File: src/rtl/pl_pkg.sv
// Shared definitions for the memory/writeback stage.
//   - Bit positions inside the EX pipeline register (ex_reg, [0:6] ordering).
//   - Bit positions inside the branch-condition vector (ex_br_conds, [0:4]).
//   - Bit positions inside the architectural flag register (flags, [0:3]).
//   - Data-memory interface FSM state encoding.
package pl_pkg;

  localparam int EX_REG_STORE      = 0;
  localparam int EX_REG_WR_EN      = 1;
  localparam int EX_REG_SAVE_COUT  = 2;
  localparam int EX_REG_INVALIDATE = 3;
  localparam int EX_REG_LOAD       = 4;
  localparam int EX_REG_INV_FETCH  = 5;
  localparam int EX_REG_INV_DECODE = 6;

  localparam int BR_GT       = 0;
  localparam int BR_LT       = 1;
  localparam int BR_EQ       = 2;
  localparam int BR_CARRY    = 3;
  localparam int BR_CMP_TRUE = 4;

  localparam int FLAG_GT    = 0;
  localparam int FLAG_LT    = 1;
  localparam int FLAG_EQ    = 2;
  localparam int FLAG_CARRY = 3;

  typedef enum logic {
    IDLE     = 1'b0,
    MEM_WAIT = 1'b1
  } dmem_state_t;

endpackage

File: src/rtl/pl_dmem_if.sv
// Data-memory request engine for the memory/writeback stage.
// Accepts one store or load in IDLE, raises a registered request and holds
// it stable until the memory acknowledges, stalling upstream meanwhile.
// Ports:
//   clk, reset        clock (rising edge), asynchronous active-low reset
//   store_vld/load_vld  qualified memory instruction presented in IDLE
//   st_data, wr_addr, rd_addr, dest_addr   EX-stage operands
//   idle              FSM is in IDLE (EX inputs are being consumed)
//   dmem_req/we/addr/wdata, dmem_ack       memory handshake
//   stall             hold EX and earlier stages
//   ld_done           load acknowledged this cycle (dmem_rdata valid)
//   ld_dest           register destination captured with the load
module pl_dmem_if
  import pl_pkg::*;
#(
  parameter int DW       = 8,
  parameter int ADDR_WID = 8
) (
  input  logic                clk,
  input  logic                reset,
  input  logic                store_vld,
  input  logic                load_vld,
  input  logic [DW-1:0]       st_data,
  input  logic [ADDR_WID-1:0] wr_addr,
  input  logic [ADDR_WID-1:0] rd_addr,
  input  logic [2:0]          dest_addr,
  output logic                idle,
  output logic                dmem_req,
  output logic                dmem_we,
  output logic [ADDR_WID-1:0] dmem_addr,
  output logic [DW-1:0]       dmem_wdata,
  input  logic                dmem_ack,
  output logic                stall,
  output logic                ld_done,
  output logic [2:0]          ld_dest
);

  dmem_state_t state;

  // Capture stage: request registers load from EX in IDLE, release on ack.
  always_ff @(posedge clk or negedge reset) begin
    if (!reset) begin
      state      <= IDLE;
      dmem_req   <= 1'b0;
      dmem_we    <= 1'b0;
      dmem_addr  <= '0;
      dmem_wdata <= '0;
      ld_dest    <= '0;
    end else begin
      case (state)
        IDLE: begin
          // Store wins when both store and load bits are set.
          if (store_vld) begin
            dmem_req   <= 1'b1;
            dmem_we    <= 1'b1;
            dmem_addr  <= wr_addr;
            dmem_wdata <= st_data;
            state      <= MEM_WAIT;
          end else if (load_vld) begin
            dmem_req  <= 1'b1;
            dmem_we   <= 1'b0;
            dmem_addr <= rd_addr;
            ld_dest   <= dest_addr;
            state     <= MEM_WAIT;
          end
        end
        MEM_WAIT: begin
          if (dmem_ack) begin
            dmem_req <= 1'b0;
            dmem_we  <= 1'b0;
            state    <= IDLE;
          end
        end
      endcase
    end
  end

  // Stall releases combinationally in the ack cycle so upstream can advance
  // on the same edge that retires the request.
  assign idle    = (state == IDLE);
  assign stall   = (state == MEM_WAIT) && !dmem_ack;
  assign ld_done = (state == MEM_WAIT) && dmem_ack && !dmem_we;

endmodule

File: src/rtl/pl_mem_wb.sv
// Memory/writeback pipeline stage.
// Consumes the EX pipeline register, drives data-memory requests through
// pl_dmem_if, writes the register file and maintains the gt/lt/eq/carry
// flag register used by jumps.
// Ports:
//   clk, reset                   clock (rising edge), async active-low reset
//   ex_reg[0:6]                  {store, reg_wr_en, save_cout, invalidate_ex,
//                                 load, inv_fetch, inv_decode}
//   ex_result, ex_dest_addr, ex_wr_addr, ex_rd_addr, ex_br_conds[0:4]
//   dmem_req/we/addr/wdata/rdata/ack  data-memory handshake
//   stall                        hold EX and earlier stages
//   rf_wr_en/addr/data           register-file write port
//   flags[0:3]                   {gt, lt, eq, carry}
//   fwd_valid/addr/data          forwarding tap
// Configuration macro: PL_MEMWB_FWD_EN enables the forwarding tap; when it is
// undefined the fwd_* ports are tied to zero.
module pl_mem_wb
  import pl_pkg::*;
#(
  parameter int NUM_DOMAINS = 1,
  parameter int ADDR_WID    = 8
) (
  input  logic                        clk,
  input  logic                        reset,
  input  logic [0:6]                  ex_reg,
  input  logic [NUM_DOMAINS*8-1:0]    ex_result,
  input  logic [2:0]                  ex_dest_addr,
  input  logic [ADDR_WID-1:0]         ex_wr_addr,
  input  logic [ADDR_WID-1:0]         ex_rd_addr,
  input  logic [0:4]                  ex_br_conds,
  output logic                        dmem_req,
  output logic                        dmem_we,
  output logic [ADDR_WID-1:0]         dmem_addr,
  output logic [NUM_DOMAINS*8-1:0]    dmem_wdata,
  input  logic [NUM_DOMAINS*8-1:0]    dmem_rdata,
  input  logic                        dmem_ack,
  output logic                        stall,
  output logic                        rf_wr_en,
  output logic [2:0]                  rf_wr_addr,
  output logic [NUM_DOMAINS*8-1:0]    rf_wr_data,
  output logic [0:3]                  flags,
  output logic                        fwd_valid,
  output logic [2:0]                  fwd_addr,
  output logic [NUM_DOMAINS*8-1:0]    fwd_data
);

  localparam int DW = NUM_DOMAINS * 8;

  logic       idle;
  logic       valid;
  logic       store_vld;
  logic       load_vld;
  logic       alu_wr;
  logic       ld_done;
  logic [2:0] ld_dest;
  logic       unused_ex_bits;

  // Fetch/decode invalidation bits are consumed by earlier stages.
  assign unused_ex_bits = ^ex_reg[EX_REG_INV_FETCH:EX_REG_INV_DECODE];

  // EX inputs only count while the memory engine is idle.
  assign valid     = idle && !ex_reg[EX_REG_INVALIDATE];
  assign store_vld = valid && ex_reg[EX_REG_STORE];
  assign load_vld  = valid && ex_reg[EX_REG_LOAD];
  assign alu_wr    = valid && ex_reg[EX_REG_WR_EN]
                     && !ex_reg[EX_REG_STORE] && !ex_reg[EX_REG_LOAD];

  pl_dmem_if #(
    .DW       (DW),
    .ADDR_WID (ADDR_WID)
  ) u_dmem_if (
    .clk        (clk),
    .reset      (reset),
    .store_vld  (store_vld),
    .load_vld   (load_vld),
    .st_data    (ex_result),
    .wr_addr    (ex_wr_addr),
    .rd_addr    (ex_rd_addr),
    .dest_addr  (ex_dest_addr),
    .idle       (idle),
    .dmem_req   (dmem_req),
    .dmem_we    (dmem_we),
    .dmem_addr  (dmem_addr),
    .dmem_wdata (dmem_wdata),
    .dmem_ack   (dmem_ack),
    .stall      (stall),
    .ld_done    (ld_done),
    .ld_dest    (ld_dest)
  );

  // Writeback stage: regfile write port and flag register.
  always_ff @(posedge clk or negedge reset) begin
    if (!reset) begin
      rf_wr_en   <= 1'b0;
      rf_wr_addr <= '0;
      rf_wr_data <= '0;
      flags      <= '0;
    end else begin
      rf_wr_en <= 1'b0;
      // A load ack and an ALU write never coincide: ALU writes need IDLE.
      if (ld_done) begin
        rf_wr_en   <= 1'b1;
        rf_wr_addr <= ld_dest;
        rf_wr_data <= dmem_rdata;
      end else if (alu_wr) begin
        rf_wr_en   <= 1'b1;
        rf_wr_addr <= ex_dest_addr;
        rf_wr_data <= ex_result;
      end
      if (valid && ex_br_conds[BR_CMP_TRUE]) begin
        flags[FLAG_GT] <= ex_br_conds[BR_GT];
        flags[FLAG_LT] <= ex_br_conds[BR_LT];
        flags[FLAG_EQ] <= ex_br_conds[BR_EQ];
      end
      if (valid && ex_reg[EX_REG_SAVE_COUT]) begin
        flags[FLAG_CARRY] <= ex_br_conds[BR_CARRY];
      end
    end
  end

`ifdef PL_MEMWB_FWD_EN
  // Gated by idle so nothing is forwarded while a load is outstanding.
  assign fwd_valid = rf_wr_en && idle;
  assign fwd_addr  = rf_wr_addr;
  assign fwd_data  = rf_wr_data;
`else
  assign fwd_valid = 1'b0;
  assign fwd_addr  = '0;
  assign fwd_data  = '0;
`endif

endmodule

File: config.mk
export PLATFORM = sky130hd
export DESIGN_NAME = pl_mem_wb
export DESIGN_NICKNAME = d
export VERILOG_FILES = /design/src/rtl/pl_pkg.sv /design/src/rtl/pl_dmem_if.sv /design/src/rtl/pl_mem_wb.sv
export SDC_FILE = /design/constraint.sdc
export NUM_CORES = 1
export LEC_CHECK = 0
export CAP_MARGIN = 20
export CORE_AREA = 2 2 72 74
export CTS_BUF_LIST = sky130_fd_sc_hd__clkbuf_2 sky130_fd_sc_hd__clkbuf_4 sky130_fd_sc_hd__clkbuf_8
export DETAILED_ROUTE_END_ITERATION = 10
export DIE_AREA = 0 0 74 76
export PLACE_DENSITY = 0.79
export SLEW_MARGIN = 20
export SYNTH_ARGS = -nofsm -noshare
export SYNTH_HDL_FRONTEND = slang
export SYNTH_HIERARCHICAL = 1
export SYNTH_SLANG_ARGS = --single-unit
File: constraint.sdc
create_clock -name clk -period 2.2 [get_ports clk]
set_input_delay 0.33 -clock clk [delete_from_list [all_inputs] [get_ports clk]]
set_output_delay 0.33 -clock clk [all_outputs]
set_load 0.02 [all_outputs]
==> results of run 1 <==
==> power groups by stage <==
| stage | Combinational [mW] | Clock (mW) | Sequential [mW] |
|---|---|---|---|
| floorplan | 0.735 | 0 | 1.63 |
| global placement | 1.94 | 0 | 1.24 |
| detailed placement | 1.97 | 0 | 1.26 |
| CTS | 1.98 | 0.512 | 1.25 |
| global route | 2.10 | 0.536 | 1.29 |
| finish | 1.96 | 0.496 | 1.24 |
==> registers in the layout, indices dropped and copies added, names as in the netlist <==
signal	flops
rf_wr_data	8
u_dmem_if/dmem_addr	8
u_dmem_if/dmem_wdata	8
flags	4
rf_wr_addr	3
u_dmem_if/ld_dest	3
rf_wr_en	1
u_dmem_if/dmem_req	1
u_dmem_if/dmem_we	1
u_dmem_if/state	1
==> cell families (layout without fill, tap and decap cells) <==
logic type / count (synthesis) / in the layout / share of synthesized area [%]
buf+inv: 26 / 100 / 9.51
other cells: 1 / 12 / 0.197
mux: 15 / 15 / 8.86
simple gates: 38 / 38 / 13.3
compound gates: 48 / 48 / 18.2
flops: 38 / 38 / 49.9
==> Yosys cell counts, types with 3 or more instances <==
cell type and number:
a21oi_1 14, a31oi_1 11, buf_2 4, buf_4 13, buf_6 4, dfrtp_1 38
mux2_1 5, mux2_2 10, nand2_1 5, nand3b_1 7, nor2_1 3, nor2b_1 13
o21ai_2 10, o221a_1 7
==> area by class of cell <==
type / count / share of cell area (%)
Sequential cell: 38 / 33.6
Clock buffer: 6 / 2.92
Tap cell: 70 / 3.10
Timing Repair Buffer: 89 / 30.7
Inverter: 3 / 0.398
Multi-Input combinational cell: 113 / 28.8
Clock inverter: 2 / 0.442
==> through the flow <==
stage | instances | area (sq um) | hold WS [ns]
finish | 321 | 2830 | 0.151
detailed placement | 313 | 2730 | 0.481
CTS | 321 | 2830 | 0.183
global placement | 313 | 2730 | 0.473
floorplan | 177 | 1950 | 0.0344
global route | 321 | 2830 | 0.231
==> metal layers <==
metal,global-route usage (%),vias up
li1,-,737
met1,21.9,727
met2,29.2,48
met3,4.63,9
met4,6.91,0
met5,0,-
==> path summary, 6_finish.rpt <==
| kind | from | end | slack [ns] | cells after the start |
|---|---|---|---|---|
| setup reg to reg | u_dmem_if/state | u_dmem_if/dmem_addr[5] | 0.46 | 6 |
| hold reg to reg | flags[2] | flags[2] | 0.49 | 1 |
| max in group asynchronous | reset | rf_wr_data[2] | 1.50 | 1 |
| min in group clk | flags[2] | flags[2] | 0.49 | 1 |
| setup / recovery | u_dmem_if/state | stall | 0.25 | 3 |
| hold / removal | reset | u_dmem_if/dmem_addr[6] | 0.15 | 1 |
==> worst register-to-register path, delay by kind of cell (launching register included) <==
family                 cells  cell delay (ns)
and+or+nand+nor            2             0.45
AOI/OAI and AO/OA          2             0.59
buffers and inverters      2             0.27
DFF                        1             0.38
==> run metrics, run 1 <==
status complete, no violations; FP Rows 26; Relative slew margins 42.5%; WL per Instance 14.4 um; post-DR vias/cell 4.74; fill count 441; kind of critical path register to output pin; cell family with most CP delay buffers and inverters; Tcrit/Tclk final 88.5%; proportion of layout cells with a drive suffix above 1 ~17%; Syn. warnings 6; GRT Total Usage 17.8%; share of the synthesized area in the top cell type 49.9%; DIE AREA 5620 sq um; Iteration-0 DRC Markers 59; CTS Sinks 38; die width 74 um; hold crit path type primary input to asynchronous set/reset pin; Top Metal Used met4; sequential area share after synthesis 49.9%; ANT cells 0; initial core utilization 38.8%; Setup Buffers After CTS 0; Crit. End Element output pin; Post-CTS Resized 0; via count 1521; most common cell after layout, fill and taps aside clkdlybuf4s50_1; RSZ-0062 raised after global routing false; antenna violations before repair 0; Final Max Slew Viols 0; first-pass GRT wire length 7650 um; worst skew pair latency around 0.28 ns; dpl hpwl roughly 3400 um; dpl ws 0.227 ns; Worst Setup Start Kind register; chip height 76 um; largest net degree at the start of global routing 39; Clock Tree Buf Depth 2; wl on met1 1960 um; Worst EP required approximately 1.9 ns; post-synth cell types 31; Post-synth ARST share 100%; Critical path buffers and inverters 2; Mapped Area 1910 sq um; sequential power share 33.6%; combinational share of power 53.0%; # hold bufs at CTS 0; crit path max-delay cell type clkdlybuf4s50_1; grt ovf 0; Buffers on Ports 82; Routed Antenna Nets 0; core footprint 4910 sq um; sw power ~1.4 mW; Layout area overhead 48.4%; setup slack after layout 0.252 ns; CTS clk-pin slew, worst paths 0.08 ns; metal2 WL 2330 um; placer congestion estimate 0.799; I/O Pins 97; CTS H-tree lvls 2; Net Sw Frac 37.9%; worst-path fanout max 9; PwrDens 1310 nW/um^2; Yosys top cell by area dfrtp_1; top post-synthesis cells by area dfrtp_1, mux2_2, buf_4; footprint of the multi-input gates 816 sq um; Setup Viol. Count Final 0; Final nets 300; Pleak 1.12 nW; worst slew pin tran 0.862 ns; Post-synth EDFFs 0; setup TNS 0 ns; Synth Flop Type dfrtp_1; flops & latches, synth 38; Util after Layout 57.6%; Clock Power Share 13.4%; CTS root buf clkbuf_8; Fin Clk Skew 0.00923 ns; CTS tree built; register area 951 sq um; # DRC 0; VDD IR max just over 0.0005 V; Worst Path Arrival 1.62 ns; internal power 2.29 mW; drt pass-1 iters 4; met3 routed WL 229 um; total CTS buffers 5; Synth Instances about 170; Syn Area/Cell 11.5 sq um; f_max 513 MHz; Total Wirelength 4630 um; Worst path max stage delay 0.63 ns; max-cap viol count 0; vias in the first global route roughly 1600; Tmin final just under 2 ns; commonest non-fill, non-tap cells in the layout clkdlybuf4s50_1, dfrtp_1, a21oi_1; Critical Path, Cell by Cell buf_4 > nor2b_1 > clkdlybuf4s50_1; Fin. Hold Viols 0; Pwr Total 3.69 mW
No activity file was read; power rests on OpenSTA's default activity.
==> run 2: changes to the inputs <==
Settings changed: CORE_AREA 2 2 72 74 to 2 2 91 93, DIE_AREA 0 0 74 76 to 0 0 93 95, PLACE_DENSITY 0.79 to 0.52.
==> run 2 against run 1 <==
- critical path depth stayed put
- combinational power hardly changed
- clock power is 4.8% higher
- final cell count is 12% higher
- register-to-register slack hardly changed
- largest power group unchanged
- sequential share of layout area is 0.83 points lower
- clock skew is 0.0038 ns lower
- worst setup slack worse by 0.0078 ns
- design area is 2.5% higher
- sequential power hardly changed
==> run metrics, run 2 (same netlist as run 1, synthesis figures left out) <==
Clock Tree Buf Depth 2; Tcrit/Tclk final 88.9%; Total Wirelength ~5200 um; first-pass GRT wire length 8200 um; CTS root buf clkbuf_8; WHS 0.00437 ns; setup TNS 0 ns; Pwr Total around 3.7 mW; Iteration-0 DRC Markers 93; GR peak layer met2; CTS tree built; vias in the first global route 1556; CTS clk-pin slew, worst paths 0.08 ns; Buffers on Ports 82; dpl cells 350; proportion of layout cells with a drive suffix above 1 17.4%; total CTS buffers 5; CTS H-tree lvls 2; Crit. End Element output pin; placer congestion estimate 0.736; Fin. Hold Viols 0; status complete, no violations; R2R cell count 5; most common cell after layout, fill and taps aside clkdlybuf4s50_1; Setup Buffers After CTS 0; grt ovf 0; worst-path fanout max 9; f_max 511 MHz; met1 Use GR between 15 and 20%; # hold bufs at CTS 0; GRT Total Usage between 10% and 20%; commonest non-fill, non-tap cells in the layout clkdlybuf4s50_1, dfrtp_1, a21oi_1; r2r endpoint u_dmem_if/dmem_addr[1]; antenna violations before repair 0; Final nets 302; WL per Instance 14.6 um; RSZ-0062 raised after global routing false; Final Max Slew Viols 0; drt pass-1 iters 4; dpl hpwl 3810 um; met3 Resource Use GR under 10%; kind of critical path register to output pin; max-cap viol count 0; setup slack after layout 0.244 ns; met2 usage 20.2%; Largest regs rf_wr_data (8), u_dmem_if/dmem_addr (8), u_dmem_if/dmem_wdata (8); Worst Path Arrival 1.63 ns; Reg2Reg Setup Slack 0.46 ns; Layout area overhead 52.1%; largest net degree at the start of global routing 39; Setup Viol. Count Final 0; I/O Pins between 90 and 100; ANT cells 0; CTS Sinks 38; Fin Clk Skew 0.00544 ns; worst skew pair latency 0.29 ns; Tmin final 1.96 ns; initial core utilization 24.1%; worst reg2reg path startpoint u_dmem_if/state; via count 1538; Worst Setup Start Kind register; dpl ws between 0.2 and 0.25 ns; chip height 95 um; Pleak 1.14 nW; Routed Antenna Nets 0; Layout Cells excl Fill 358; Worst EP required 1.87 ns; Post-CTS Resized 0; post-DR vias/cell 4.30; VDD IR max 0.000410 V; hold crit path type primary input to asynchronous set/reset pin; PwrDens 1290 nW/um^2; DIE AREA 8840 sq um; core footprint 7930 sq um; FP Rows 33; # DRC 0; die width 93 um
==> run 2: layout make-up <==
type | count | area [sq um]
clock buffers | 7 | 90.1
clock inverters | 1 | 5.00
fillers | 823 | 5030
inverters | 3 | 11.3
multi-input cells | 113 | 816
flip-flops and latches | 38 | 951
well taps | 105 | 131
repair buffers | 91 | 896
==> run 2: worst max-delay path by stage <==
stage,start,to,cells past startpoint
after CTS,u_dmem_if/state,stall,3
after detailed placement,ex_reg[3],u_dmem_if/ld_dest[2],6
after floorplan,u_dmem_if/state,u_dmem_if/dmem_wdata[0],10
after global routing,u_dmem_if/state,stall,3
final,u_dmem_if/state,stall,3
after global placement,ex_reg[3],u_dmem_if/ld_dest[2],6
==> run 2: metrics by stage <==
stage	util, %	area [sq um]
floorplan	-	1950
global route	36.6	2900
detailed placement	35.4	2810
global placement	35.4	2810
CTS	36.6	2900
finish	36.6	2900
==> run 2: report_power, final <==
group,internal [mW],switching (mW),total (mW)
clock,0.266,0.255,0.520
combinational,1.01,0.969,1.98
sequential,1.05,0.193,1.24
total,2.32,1.42,3.74
==> run 2: per-layer routing <==
| layer | vias up | part of all wire, % | wire length (um) |
|---|---|---|---|
| li1 | 740 | - | - |
| met3 | 6 | 3.5 | 182 |
| met2 | 36 | 51 | 2690 |
| met1 | 756 | 43 | 2280 |
| met4 | 0 | 1.5 | 80 |
| met5 | - | 0 | 0 |
==> run 2: worst max-delay path: stages, from the launching register on <==
cell and delay, ns:
dfrtp_1 0.35, buf_4 0.18, nor2b_1 0.18, clkdlybuf4s50_1 0.62
